**config.mk**
```make
export PLATFORM = sky130hd
export DESIGN_NAME = regfile_writeback_flat
export DESIGN_NICKNAME = d
export VERILOG_FILES = /design/src/rtl/regfile_writeback_pkg.sv /design/src/rtl/regfile_writeback_if.sv /design/src/rtl/regfile_writeback_wb_fifo.sv /design/src/rtl/regfile_writeback.sv /design/src/flat_wrapper.sv
export SDC_FILE = /design/constraint.sdc
export NUM_CORES = 1
export LEC_CHECK = 0
export ABC_AREA = 0
export BUFFER_PORTS_ARGS = -buffer_cell sky130_fd_sc_hd__buf_2
export CAP_MARGIN = 20
export CORE_MARGIN = 2
export CORE_UTILIZATION = 47
export DETAILED_ROUTE_END_ITERATION = 8
export MAX_ROUTING_LAYER = met4
export PLACE_DENSITY = 0.69
export SLEW_MARGIN = 25
export SYNTH_ARGS = -nofsm -noshare
export SYNTH_HDL_FRONTEND = slang
export SYNTH_SLANG_ARGS = --single-unit
```
**constraint.sdc**
```tcl
create_clock -name clk -period 4.43 [get_ports clk]
set_input_delay 0.2215 -clock clk [delete_from_list [all_inputs] [get_ports clk]]
set_output_delay 0.2215 -clock clk [all_outputs]
set_load 0.005 [all_outputs]
```
**src/rtl/regfile_writeback_pkg.sv**
```systemverilog
// Shared definitions for the register-file write-back stage.
//   DATA_W / ADDR_W : register data width and register address width
//   FIFO_DEPTH      : default depth of the load-result FIFO (power of 2, >= 2)
//   state_e         : write-back FSM states (IDLE, HI)
//   grant_e         : which source received the most recent grant
//   wb_entry_t      : one pending register write {addr, data}
package regfile_writeback_pkg;

    localparam int DATA_W     = 32;
    localparam int ADDR_W     = 4;
    localparam int FIFO_DEPTH = 4;

    typedef enum logic {
        ST_IDLE = 1'b0,
        ST_HI   = 1'b1
    } state_e;

    typedef enum logic {
        GNT_ALU = 1'b0,
        GNT_MEM = 1'b1
    } grant_e;

    typedef struct packed {
        logic [ADDR_W-1:0] addr;
        logic [DATA_W-1:0] data;
    } wb_entry_t;

endpackage

```
**src/rtl/regfile_writeback_if.sv**
```systemverilog
// Bus bundle around the write-back stage.
//   alu_*  : ALU result offer (valid/ready), optional 64-bit result via alu_wide/alu_data_hi
//   mem_*  : load result offer (valid/ready), buffered in the load FIFO
//   wr_*   : register file write port
//   busy   : stage still holds or is issuing work
// master = result producers / register file side, slave = write-back stage.
interface regfile_writeback_if;
    import regfile_writeback_pkg::*;

    logic              alu_valid;
    logic              alu_ready;
    logic [ADDR_W-1:0] alu_addr;
    logic [DATA_W-1:0] alu_data;
    logic              alu_wide;
    logic [DATA_W-1:0] alu_data_hi;

    logic              mem_valid;
    logic              mem_ready;
    logic [ADDR_W-1:0] mem_addr;
    logic [DATA_W-1:0] mem_data;

    logic              wr_enable;
    logic [ADDR_W-1:0] wr_address;
    logic [DATA_W-1:0] wr_data;
    logic              busy;

    modport master (
        output alu_valid, alu_addr, alu_data, alu_wide, alu_data_hi,
        output mem_valid, mem_addr, mem_data,
        input  alu_ready, mem_ready, wr_enable, wr_address, wr_data, busy
    );

    modport slave (
        input  alu_valid, alu_addr, alu_data, alu_wide, alu_data_hi,
        input  mem_valid, mem_addr, mem_data,
        output alu_ready, mem_ready, wr_enable, wr_address, wr_data, busy
    );

endinterface

```
**src/rtl/regfile_writeback_wb_fifo.sv**
```systemverilog
// Synchronous FIFO of pending load writes.
//   clk, clr    : clock, asynchronous active-high reset (contents are lost)
//   push, din   : write an entry (ignored when full)
//   pop, dout   : dout is the head entry; pop removes it (ignored when empty)
//   full, empty : occupancy flags
// Push and pop in the same cycle leave the occupancy unchanged.
module wb_fifo
    import regfile_writeback_pkg::*;
#(
    parameter int DEPTH = FIFO_DEPTH
) (
    input  logic      clk,
    input  logic      clr,
    input  logic      push,
    input  wb_entry_t din,
    input  logic      pop,
    output wb_entry_t dout,
    output logic      full,
    output logic      empty
);

    localparam int               PTR_W      = $clog2(DEPTH);
    localparam logic [PTR_W:0]   FULL_COUNT = (PTR_W + 1)'(DEPTH);
    localparam logic [PTR_W-1:0] PTR_ONE    = PTR_W'(1);
    localparam logic [PTR_W:0]   CNT_ONE    = (PTR_W + 1)'(1);

    wb_entry_t        mem_q [DEPTH];
    logic [PTR_W-1:0] wr_ptr_q, wr_ptr_d;
    logic [PTR_W-1:0] rd_ptr_q, rd_ptr_d;
    logic [PTR_W:0]   count_q, count_d;
    logic             do_push, do_pop;

    assign full  = (count_q == FULL_COUNT);
    assign empty = (count_q == '0);
    assign dout  = mem_q[rd_ptr_q];

    // NOTE: every variable gets a default at the top of the always_comb, so no
    // path leaves it unassigned and no latch is inferred.
    always_comb begin
        do_push  = push && !full;
        do_pop   = pop && !empty;
        wr_ptr_d = wr_ptr_q;
        rd_ptr_d = rd_ptr_q;
        count_d  = count_q;
        // DEPTH is a power of 2, so the pointers wrap naturally.
        if (do_push) wr_ptr_d = wr_ptr_q + PTR_ONE;
        if (do_pop)  rd_ptr_d = rd_ptr_q + PTR_ONE;
        if (do_push && !do_pop)      count_d = count_q + CNT_ONE;
        else if (do_pop && !do_push) count_d = count_q - CNT_ONE;
    end

    // NOTE: sequential state uses non-blocking assignments so every flop samples
    // the pre-edge value of its inputs regardless of process ordering.
    always_ff @(posedge clk or posedge clr) begin
        if (clr) begin
            wr_ptr_q <= '0;
            rd_ptr_q <= '0;
            count_q  <= '0;
        end else begin
            wr_ptr_q <= wr_ptr_d;
            rd_ptr_q <= rd_ptr_d;
            count_q  <= count_d;
        end
    end

    // NOTE: the storage array is deliberately not reset; an entry is only read
    // after it has been written, and the reset pointers make stale data invisible.
    always_ff @(posedge clk) begin
        if (do_push) mem_q[wr_ptr_q] <= din;
    end

endmodule

```
**src/rtl/regfile_writeback.sv**
```systemverilog
// Write-back stage feeding the single write port of the 16x32 register file.
//   clk, clr : clock, asynchronous active-high reset
//   bus      : slave side of regfile_writeback_if (ALU offer, load offer,
//              registered write port, busy)
// ALU results and buffered loads are arbitrated round-robin, one write per
// cycle. A wide ALU result is written as LO->rd then HI->rd+1 (mod 16).
// DATA_W / ADDR_W come from the package since the interface shares them.
module regfile_writeback
    import regfile_writeback_pkg::*;
#(
    parameter int DEPTH = FIFO_DEPTH
) (
    input  logic                clk,
    input  logic                clr,
    regfile_writeback_if.slave  bus
);

    state_e            state_q, state_d;
    grant_e            last_grant_q, last_grant_d;
    logic [ADDR_W-1:0] hi_addr_q, hi_addr_d;
    logic [DATA_W-1:0] hi_data_q, hi_data_d;
    logic              wr_en_q, wr_en_d;
    logic [ADDR_W-1:0] wr_addr_q, wr_addr_d;
    logic [DATA_W-1:0] wr_data_q, wr_data_d;

    logic              alu_ready;
    logic              fifo_push, fifo_pop, fifo_full, fifo_empty;
    wb_entry_t         fifo_din, fifo_dout;

    assign fifo_push = bus.mem_valid && !fifo_full;
    assign fifo_din  = '{addr: bus.mem_addr, data: bus.mem_data};

    wb_fifo #(.DEPTH(DEPTH)) u_fifo (
        .clk   (clk),
        .clr   (clr),
        .push  (fifo_push),
        .din   (fifo_din),
        .pop   (fifo_pop),
        .dout  (fifo_dout),
        .full  (fifo_full),
        .empty (fifo_empty)
    );

    always_comb begin
        state_d      = state_q;
        last_grant_d = last_grant_q;
        hi_addr_d    = hi_addr_q;
        hi_data_d    = hi_data_q;
        wr_en_d      = 1'b0;
        wr_addr_d    = wr_addr_q;
        wr_data_d    = wr_data_q;
        alu_ready    = 1'b0;
        fifo_pop     = 1'b0;

        unique case (state_q)
            ST_IDLE: begin
                // The ALU wins unless the FIFO is waiting and the ALU had the
                // previous grant; any non-ALU cycle with loads pending pops one.
                alu_ready = fifo_empty || (last_grant_q == GNT_MEM);
                if (bus.alu_valid && alu_ready) begin
                    wr_en_d      = 1'b1;
                    wr_addr_d    = bus.alu_addr;
                    wr_data_d    = bus.alu_data;
                    last_grant_d = GNT_ALU;
                    if (bus.alu_wide) begin
                        hi_addr_d = bus.alu_addr + ADDR_W'(1);  // 15 wraps to 0
                        hi_data_d = bus.alu_data_hi;
                        state_d   = ST_HI;
                    end
                end else if (!fifo_empty) begin
                    fifo_pop     = 1'b1;
                    wr_en_d      = 1'b1;
                    wr_addr_d    = fifo_dout.addr;
                    wr_data_d    = fifo_dout.data;
                    last_grant_d = GNT_MEM;
                end
            end
            ST_HI: begin
                wr_en_d   = 1'b1;
                wr_addr_d = hi_addr_q;
                wr_data_d = hi_data_q;
                state_d   = ST_IDLE;
            end
        endcase
    end

    always_ff @(posedge clk or posedge clr) begin
        if (clr) begin
            state_q      <= ST_IDLE;
            last_grant_q <= GNT_ALU;
            hi_addr_q    <= '0;
            hi_data_q    <= '0;
            wr_en_q      <= 1'b0;
            wr_addr_q    <= '0;
            wr_data_q    <= '0;
        end else begin
            state_q      <= state_d;
            last_grant_q <= last_grant_d;
            hi_addr_q    <= hi_addr_d;
            hi_data_q    <= hi_data_d;
            wr_en_q      <= wr_en_d;
            wr_addr_q    <= wr_addr_d;
            wr_data_q    <= wr_data_d;
        end
    end

    assign bus.alu_ready  = alu_ready;
    assign bus.mem_ready  = !fifo_full;
    assign bus.wr_enable  = wr_en_q;
    assign bus.wr_address = wr_addr_q;
    assign bus.wr_data    = wr_data_q;
    assign bus.busy       = !fifo_empty || (state_q == ST_HI) || wr_en_q;

endmodule

```
**src/flat_wrapper.sv**
```systemverilog
// flat-port wrapper written by rule: the top's interface ports become plain ports
module regfile_writeback_flat import regfile_writeback_pkg::*;
#(
    parameter int DEPTH = FIFO_DEPTH
)
  (clk, clr, bus_alu_valid, bus_alu_addr, bus_alu_data, bus_alu_wide, bus_alu_data_hi, bus_mem_valid, bus_mem_addr, bus_mem_data, bus_alu_ready, bus_mem_ready, bus_wr_enable, bus_wr_address, bus_wr_data, bus_busy);
  regfile_writeback_if bus_i ();
  input  logic clk;
  input  logic clr;
  input wire logic [$bits(bus_i.alu_valid)-1:0] bus_alu_valid;
  input wire logic [$bits(bus_i.alu_addr)-1:0] bus_alu_addr;
  input wire logic [$bits(bus_i.alu_data)-1:0] bus_alu_data;
  input wire logic [$bits(bus_i.alu_wide)-1:0] bus_alu_wide;
  input wire logic [$bits(bus_i.alu_data_hi)-1:0] bus_alu_data_hi;
  input wire logic [$bits(bus_i.mem_valid)-1:0] bus_mem_valid;
  input wire logic [$bits(bus_i.mem_addr)-1:0] bus_mem_addr;
  input wire logic [$bits(bus_i.mem_data)-1:0] bus_mem_data;
  output wire logic [$bits(bus_i.alu_ready)-1:0] bus_alu_ready;
  output wire logic [$bits(bus_i.mem_ready)-1:0] bus_mem_ready;
  output wire logic [$bits(bus_i.wr_enable)-1:0] bus_wr_enable;
  output wire logic [$bits(bus_i.wr_address)-1:0] bus_wr_address;
  output wire logic [$bits(bus_i.wr_data)-1:0] bus_wr_data;
  output wire logic [$bits(bus_i.busy)-1:0] bus_busy;
  assign bus_i.alu_valid = bus_alu_valid;
  assign bus_i.alu_addr = bus_alu_addr;
  assign bus_i.alu_data = bus_alu_data;
  assign bus_i.alu_wide = bus_alu_wide;
  assign bus_i.alu_data_hi = bus_alu_data_hi;
  assign bus_i.mem_valid = bus_mem_valid;
  assign bus_i.mem_addr = bus_mem_addr;
  assign bus_i.mem_data = bus_mem_data;
  assign bus_alu_ready = bus_i.alu_ready;
  assign bus_mem_ready = bus_i.mem_ready;
  assign bus_wr_enable = bus_i.wr_enable;
  assign bus_wr_address = bus_i.wr_address;
  assign bus_wr_data = bus_i.wr_data;
  assign bus_busy = bus_i.busy;
  regfile_writeback #(.DEPTH(DEPTH)) u_core (.clk(clk), .clr(clr), .bus(bus_i));
endmodule
```
Yosys cells after proc, flatten, opt, wreduce, memory -nomap -nowiden --
Memories as Yosys holds them, arrays and structs flattened. Index checks and enable logic that the tools add are counted.
Word-level totals: register bits after elaboration 82, input port bits 109, word-level logic and storage cells 58, bits in writable memories 144, bits in latches 0, memories kept 1, bits in read-only memories 0
Memories:
- u_core.u_fifo.mem_q | words 4, width 36, rd ports 1, clocked after memory_dff 0, write ports 1, RTL line regfile_writeback_wb_fifo.sv:27 | wb_entry_t mem_q [DEPTH];
Cells by class: $mul 0, bitwise operators 1, order comparisons 0, shift operators 0, reductions and logical operators 17, eq/ne operators 3, mux-type cells 21, div/mod/pow operators 0, $add $sub $neg 5
Operators with widths (number):
- $mux W32 | 2
- $pmux W32 S2 | 1
- $mux W1 | 11
- $mux W4 | 2
- $pmux W4 S2 | 1
- $logic_and A1 B1 Y1 | 6
- $mux W3 | 2
- $add A2 B1 Y2 const B | 2
- $add A4 B1 Y4 const B | 1
- $logic_not A1 Y1 | 4
- $pmux W1 S2 | 2
- $add A3 B1 Y3 const B | 1
- $eq A3 B3 Y1 const B | 1
- $logic_not A3 Y1 | 1
- $logic_or A1 B1 Y1 | 3
- $ne A3 B3 Y1 const B | 1
- $reduce_and A3 Y1 | 1
- $sub A3 B1 Y3 const B | 1
- $ne A2 B2 Y1 const B | 1
- $reduce_and A2 Y1 | 1
- $reduce_bool A2 Y1 | 1
- $not A1 Y1 | 1

Logic depth before layout (Yosys ltp) --
Gate-level depths: netlist (run 1).
word-level depth 9, depth in mapped cells 11

By module --
Synthesis (run 1) repeated with hierarchy kept, for this count alone.
Unflattened totals: cells, all modules 523, area, all modules 9197.6 µm²
By module, submodules not included:
- wb_fifo | cells an instance 224, instances 1, sequential area each 4499.3 µm², area an instance 5639.2 µm²
- regfile_writeback | cells an instance 299, instances 1, sequential area each 1876.8 µm², area an instance 3558.4 µm²

Worst setup path before layout (run 1) --
No wires, ideal clock.
path kind reg2reg, from register u_core.u_fifo.count_q[2], to register u_core.u_fifo.count_q[2], buffers on the path 2, arrival time 2.344 ns, cell stages (with the launch flop) 12, path slack 2.007 ns, data required time 4.351 ns, clock period less this slack 2.423 ns, library setup time 0.079 ns, path through dfrtp_1 or3_1 buf_2 and2_1 clkbuf_1 inv_1 ha_1 inv_1 fa_1 xor2_1 nor2_1 xor2_1
On the way: longest elaborated chain between the ends 9
Ends and longest elaborated chain:
- start: declaration | RTL line regfile_writeback_wb_fifo.sv:30 | logic [PTR_W:0] count_q, count_d;
- start signal: assignment | RTL line regfile_writeback_wb_fifo.sv:62 | count_q <= count_d;
- $logic_not A3 Y1 | RTL line regfile_writeback_wb_fifo.sv:34 | assign empty = (count_q == '0);
- $logic_or A1 B1 Y1 | RTL line regfile_writeback.sv:59 | alu_ready = fifo_empty || (last_grant_q == GNT_MEM);
- $logic_and A1 B1 Y1 | RTL line regfile_writeback.sv:60 | if (bus.alu_valid && alu_ready) begin
- $mux W1 | RTL line regfile_writeback.sv:60
- $mux W1 | RTL line regfile_writeback.sv:55 | unique case (state_q)
- $logic_and A1 B1 Y1 | RTL line regfile_writeback_wb_fifo.sv:41 | do_pop = pop && !empty;
- $logic_not A1 Y1 | RTL line regfile_writeback_wb_fifo.sv:48 | if (do_push && !do_pop) count_d = count_q + CNT_ONE;
- $logic_and A1 B1 Y1 | RTL line regfile_writeback_wb_fifo.sv:48
- $mux W3 or $reduce_bool A2 Y1 (tied branches)
Parallel ways exist; a longest one is shown, timed or not. The select of a mux whose other input is x is not followed. A chain may end at the register's enable or synchronous reset.

Worst setup path in the final report (run 1) --
from register u_core.state_q, to register u_core.u_fifo.count_q[1]
On the way: longest elaborated chain between the ends 5
Ends and longest elaborated chain:
- start: declaration | RTL line regfile_writeback.sv:18 | state_e state_q, state_d;
- start signal: assignment | RTL line regfile_writeback.sv:97 | state_q <= state_d;
- $mux W1 | RTL line regfile_writeback.sv:55
- $logic_and A1 B1 Y1 | RTL line regfile_writeback_wb_fifo.sv:41
- $logic_not A1 Y1 | RTL line regfile_writeback_wb_fifo.sv:48
- $logic_and A1 B1 Y1 | RTL line regfile_writeback_wb_fifo.sv:48
- $mux W3 | RTL line regfile_writeback_wb_fifo.sv:48
- net u_core.u_fifo.count_d[1] | RTL line regfile_writeback_wb_fifo.sv:30
The timed path passes the listed nets, and every way through them passes these cells.

==> results of run 1 <==
flip-flops by register name, indices dropped and copies added (netlist names):
name and flops:
u_core.bus.wr_enable 1, u_core.hi_addr_q 4, u_core.u_fifo.count_q 3, u_core.u_fifo.mem_q 144
u_core.hi_data_q 32, u_core.u_fifo.rd_ptr_q 2, u_core.bus.wr_address 4, u_core.bus.wr_data 32
u_core.u_fifo.wr_ptr_q 2, u_core.last_grant_q 1, u_core.state_q 1
metal layers:
metal | up-vias | global-route usage | wire length (um)
li1 | 2378 | - | -
met1 | 2696 | 0.2970 | 8836
met2 | 186 | 0.3304 | 9852
met3 | 27 | 0.03611 | 1239
met4 | 0 | 0.03895 | 323
met5 | - | - | 0
what timing repair did:
| action | 4_1_cts | 5_1_grt |
|---|---|---|
| hold endpoints to repair | 252 | 0 |
| resized for setup | 0 | 0 |
| hold buffers | 105 | 0 |
| endpoints found under the setup margin | 0 | 0 |
layout make-up:
cell class | instances | area, um^2
multi-input combinational | 184 | 2399
tap | 234 | 292.8
fill | 1359 | 6839
clock inverter | 14 | 188.9
inverter | 9 | 35.03
clock buffer | 30 | 644.4
timing repair buffer | 259 | 1864
sequential | 226 | 6380
logic make-up (layout without fill, tap and decap cells):
kind of cell,after synthesis,in the layout
compound gates,78,78
fa+ha+maj,7,7
mux,74,74
simple gates,17,17
buf+inv,41,312
flops,226,226
xor+xnor,8,8
placed cells by master, fill, tap and decap left out, types with 6 or more instances in the layout:
cell type / instances
buf_2: 148
edfxtp_1: 144
dlygate4sd3_1: 105
dfrtp_1: 79
mux4_2: 36
a32o_1: 36
a221o_1: 36
mux2_4: 28
clkbuf_16: 25
mux2_2: 9
inv_1: 8
ha_1: 6
metrics by stage:
stage / total power (uW) / utilization / hold WS [ps] / worst slack, ps / instances
floorplan: 4746 / - / 311.3 / 2007 / 451
global placement: 5356 / 0.5291 / 354.4 / 1522 / 805
detailed placement: 5467 / 0.5295 / 364.9 / 1411 / 805
CTS: 7645 / 0.6306 / 117.0 / 1362 / 954
global route: 7974 / 0.6332 / 65.45 / 1159 / 956
finish: 7604 / 0.6332 / 74.98 / 1335 / 956
tightest hold or removal path: cells and delay by family:
| kind | cells | cell delay [ps] |
|---|---|---|
| and+or+nand+nor | 2 | 190 |
| buffers and inverters | 1 | 120 |
final timing paths:
| check | to |
|---|---|
| max in group asynchronous | u_core.u_fifo.rd_ptr_q[0]$_DFFE_PP0P_ |
| min in group asynchronous | u_core.hi_data_q[27]$_DFFE_PP0P_ |
| min reg2reg | u_core.hi_data_q[25]$_DFFE_PP0P_ |
| min | u_core.bus.wr_enable$_DFF_PP0_ |
| max reg2reg | u_core.u_fifo.count_q[1]$_DFFE_PP0P_ |
| max | u_core.u_fifo.count_q[1]$_DFFE_PP0P_ |
where the power goes:
| group | total (uW) | internal, uW | switching, uW | leakage, uW |
|---|---|---|---|---|
| combinational | 2110 | 1190 | 927 | 0.00198 |
| sequential | 3390 | 2930 | 455 | 0.00229 |
| clock | 2100 | 1320 | 783 | 0.000408 |
| total | 7600 | 5440 | 2160 | 0.00468 |
==> flow_summary.ini, run 1 <==
[timing]
fin_crit_ps = 3095
setup_tns_ps = 0
setup_violations = 0
hold_viol = 0
rsz0062_at_grt = false
drv_slew = 0
slew_headroom = 0.3328
tightestPinTransition_ps = 1001
fin_worst_skew_ps = 15.03
period_share = 0.6987
fmax_mhz = 323.1

[global_routing]
grt_pass1_wl_mm = 31.29
grt_max_degree = 43
antenna_found_initial = 0
grt_pass1_vias = 5651
grt_overflow = 0
grt_usage = 0.2103

[die]
die_area_um2 = 20120
rows = 50
core_region_area_um2 = 18640
fp.dieH_um = 141.8
io_pins = 149
initial_utilization = 0.4789
fp.dieW_um = 141.8

[power]
power_leakage_uw = 0.004679
vdd_drop_max_mv = 0.3612
p_per_area_nw_per_um2 = 644.2

[cells_and_area]
nNetsFinal = 820
stdcell_area_um2 = 11800
num_antenna_cells = 0
area_growth_pct = 32.20
drive_above_1_share = 0.3795

[logic_synthesis]
synth-xor-area-share = 0.007848
synth_top_family_by_area = multiplexers
yosysMostFrequentCell = edfxtp_1
syn_nets = 567
synth_async_sr_flop_share = 0.3628
synthSimpleGateAreaFrac = 0.009809
synthMuxAreaShare = 0.1504
synth_compound_area_frac = 0.08548
syn_avg_cell_area_um2 = 19.80
yosys_warnings = 0
synth_top_area_share = 0.4843
synthTopCellsByCount = edfxtp_1 (144), dfrtp_1 (82), a221o_1 (36), a32o_1 (36), mux4_2 (36)
ys_types = 29
synthFlopType = edfxtp_1
synthCells = 451
synthTopCellsByArea = edfxtp_1 (48%), dfrtp_1 (23%), mux4_2 (9.1%), mux2_4 (4.7%), a221o_1 (4.0%)
synth-seq-cells = 226
yosys.area.top_type = edfxtp_1
synth_edf_count = 144
synthesis.area_um2 = 8929
yosys.area_share.adder = 0.01065
yosysSeqAreaShare = 0.7141

[run_status]
status = completed

[worst_setup_path]
crit_family = simple AND/OR/NAND/NOR gates
cp_common_cell = inv_1
crit_chain = a21oi_1 > and2_2 > inv_1 > ha_1 > inv_1 > fa_1 > mux2_2
critPathCaptureType = register
r2r_slack_ps = 1330
cp-start-kind = register
critPathSlowestCell = and2_2
crit_buf_inv = 2
crit_type = register to register
cp.arrival_ps = 3480
path_depth = 7
cpPeakStageDelay_ps = 800
crit-reg2reg-launch = u_core.state_q$_DFF_PP0_
cp_max_fo = 42
rr_worst_depth = 7
required_ps = 4810
startpoint = u_core.state_q$_DFF_PP0_

[drt]
post_drt_wl_per_cell_um = 21.18
vias_per_cell = 5.530
wl_mm = 20.25
antenna_left = 0
dr.pass1.iters = 4
drc = 0
drt_iter0_markers = 362
routed-via-count = 5287

[cts]
htreeDepth = 1
cts_buffers = 24
cts_tree = done
post-cts-setup-buffer-count = 0
clkTransAtPathRegs_ps = 60
clock-sinks = 226
root_buffer = clkbuf_16
cts_buffer_depth = 3
clk-insertion-delay-late_ps = 510

[placed_design]
gp_congestion = 0.7440
port_buffers = 148
dp_hpwl_mm = 11.95
place_area_um2 = 9872

[job]
cap_violations = 0

[hold_path]
hp-start = bus_alu_valid
min_path_type = primary input to register
hold_depth = 3
Note: power is estimated with default switching activity, not from simulation.
==> run 2, diff against run 1 <==
--- a/config.mk
+++ b/config.mk
@@ -5,14 +5,14 @@
 export SDC_FILE = /design/constraint.sdc
 export NUM_CORES = 1
 export LEC_CHECK = 0
-export ABC_AREA = 0
+export ABC_AREA = 1
 export BUFFER_PORTS_ARGS = -buffer_cell sky130_fd_sc_hd__buf_2
 export CAP_MARGIN = 20
 export CORE_MARGIN = 2
 export CORE_UTILIZATION = 47
 export DETAILED_ROUTE_END_ITERATION = 8
 export MAX_ROUTING_LAYER = met4
-export PLACE_DENSITY = 0.69
+export PLACE_DENSITY = 0.71
 export SLEW_MARGIN = 25
 export SYNTH_ARGS = -nofsm -noshare
 export SYNTH_HDL_FRONTEND = slang
==> constraint.sdc (replaced) <==
create_clock -name clk -period 2.5 [get_ports clk]
set_input_delay 0.125 -clock clk [delete_from_list [all_inputs] [get_ports clk]]
set_output_delay 0.125 -clock clk [all_outputs]
set_load 0.005 [all_outputs]
==> run 2 against run 1 <==
  * Worst hold slack got worse by 63 ps
  * Clock power rose by 57%
  * First-iteration DRC count rose by 41%
  * Critical endpoint is now u_core.hi_data_q[23]$_DFFE_PP0P_
  * Area after synthesis rose by 9.0%
  * Worst setup slack got worse by 950 ps
==> flow_summary.ini, run 2 <==
[timing]
setup_violations = 0
tightestPinTransition_ps = 780.3
drv_slew = 0
setup_tns_ps = 0
fin_crit_ps = 2113
period_share = 0.8451
hold_viol = 0
fin_worst_skew_ps = 13.63
worst_hold_slack_ps = 12.23
fmax_mhz = 473.3
slew_headroom = 0.4798
rsz0062_at_grt = false

[cts]
cts_buffers = 24
clkTransAtPathRegs_ps = 60
ctsResizeCount = 0
htreeDepth = 1
cts_buffer_depth = 3
cts_tree = done
root_buffer = clkbuf_16
clk-insertion-delay-late_ps = 510
clock-sinks = 226

[global_routing]
grt_overflow = 0
grt_usage = 0.2209
grt_pass1_wl_mm = 36.81
grt_max_degree = 74
antenna_found_initial = 2
grt_pass1_vias = 7014

[drt]
top_layer_used = met4
routed-via-count = 7223
dr.pass1.iters = 5
post_drt_wl_per_cell_um = 15.95
vias_per_cell = 4.937
drt_iter0_markers = 511
m1WireLength_mm = 10.70
antenna_left = 0
wl_met3_mm = 1.462
drc = 0
wl_met2_mm = 10.80
wl_mm = 23.33

[die]
fp.dieH_um = 147.9
rows = 52
core_region_area_um2 = 20300
initial_utilization = 0.4795
fp.dieW_um = 147.9
io_pins = 149
die_area_um2 = 21880

[placed_design]
port_buffers = 148
dp_hpwl_mm = 14.49
gp_congestion = 0.8712

[cells_and_area]
final_common_cell = nand2_1
area_growth_pct = 26.55
nNetsFinal = 1289
largest_reg_flops = 144
top_register = u_core.u_fifo.mem_q
drive_above_1_share = 0.1914
mostFrequentLayoutCells = nand2_1 (302), buf_2 (148), edfxtp_1 (144)

[power]
vdd_drop_max_mv = 0.5330
p_per_area_nw_per_um2 = 1116
power_leakage_uw = 0.005599

[logic_synthesis]
synthTopCellsByArea = edfxtp_1 (44%), dfrtp_1 (21%), nand2_1 (12%), nor2_1 (3.7%), nand3_1 (3.5%)
synthesis.area_um2 = 9733
synth_async_sr_flop_share = 0.3628
yosys.area.top_type = edfxtp_1
ys_types = 27
syn_avg_cell_area_um2 = 10.26
synthSimpleGateAreaFrac = 0.2131
synth-seq-cells = 226
yosys.area_share.adder = 0.009770
synthFlopType = edfxtp_1
synth_compound_area_frac = 0.05399
synthTopCellsByCount = nand2_1 (302), edfxtp_1 (144), nor2_1 (95)
yosys_warnings = 0
synth_top_area_share = 0.4443
syn_nets = 1065
synthMuxAreaShare = 0.001157
synth-xor-area-share = 0.006299
synth_top_family_by_area = simple AND/OR/NAND/NOR gates
synth_edf_count = 144
yosysMostFrequentCell = nand2_1
synthCells = 949
yosysSeqAreaShare = 0.6551

[job]
cap_violations = 0

[run_status]
status = completed

[worst_setup_path]
required_ps = 2950
cp.arrival_ps = 2560
crit_type = register to register
cp_max_fo = 37
cp-start-kind = register
critPathCaptureType = register

[hold_path]
min_path_type = primary input to register
-- run 2: what timing repair did --
item / in CTS / in global routing
setup buffers: 0 / 0
hold endpoints to repair: 222 / 0
hold buffers: 82 / 0
-- run 2: kinds of logic (layout without fill, tap and decap cells) --
kind of cell,after synthesis,after routing
other,0,2
AND/OR/NAND/NOR,492,492
flip-flops,226,226
adder cells (fa/ha/maj),7,7
buffers and inverters,129,371
XOR/XNOR,7,7
AO/OA/AOI/OAI,87,87
multiplexers,1,1
-- run 2: critical path, stage by stage, from the launching register on --
cell     delay [ps]
dfrtp_1         440
nor2_4          160
nand2_2          90
nand2_2         130
buf_4           380
nand4_2         150
inv_2           470
nand2_1         130
nand2_1          90
-- run 2: path summary, 6_finish.rpt --
check,to,start,cells past startpoint,slack (ps)
worst max-delay path,u_core.hi_data_q[23]$_DFFE_PP0P_,u_core.u_fifo.count_q[0]$_DFFE_PP0P_,8,390
worst min-delay path,u_core.bus.wr_data[8]$_DFFE_PP0P_,bus_alu_data[8],7,10
worst max register to register,u_core.hi_data_q[23]$_DFFE_PP0P_,u_core.u_fifo.count_q[0]$_DFFE_PP0P_,8,390
worst min register to register,u_core.hi_data_q[18]$_DFFE_PP0P_,u_core.hi_data_q[18]$_DFFE_PP0P_,2,480
max in group asynchronous,u_core.hi_data_q[19]$_DFFE_PP0P_,clr,4,1640
min in group asynchronous,u_core.hi_addr_q[0]$_DFFE_PP0P_,clr,3,210
-- run 2: power by group --
group          internal [uW]  switching (uW)
clock                   1930            1380
combinational           1670            3140
sequential              5160             483
-- run 2: through the flow --
step | worst slack [ps] | power (uW) | area (um^2) | cells | utilization
after floorplan | -175.3 | 8779 | 9733 | 949 | -
after global placement | 462.0 | 10310 | 10750 | 1335 | 0.5297
after detailed placement | 397.5 | 10410 | 10750 | 1335 | 0.5297
after CTS | 370.9 | 13840 | 12310 | 1461 | 0.6065
after global routing | 198.0 | 14740 | 12320 | 1463 | 0.6068
final | 387.1 | 13750 | 12320 | 1463 | 0.6068
-- run 2: per-layer routing --
metal / track usage / up-vias
met5: - / -
met4: 0.05286 / 0
met3: 0.03519 / 41
met2: 0.3479 / 229
met1: 0.3056 / 3390
li1: - / 3563
-- run 2: cell type report --
cell class / count / area (um^2)
Antenna cell: 2 / 5.005
Clock buffer: 30 / 644.4
Clock inverter: 14 / 93.84
Fill cell: 1676 / 7983
Inverter: 78 / 294.0
Multi-Input combinational cell: 594 / 2798
Sequential cell: 226 / 6377
Tap cell: 270 / 337.8
Timing Repair Buffer: 249 / 1767
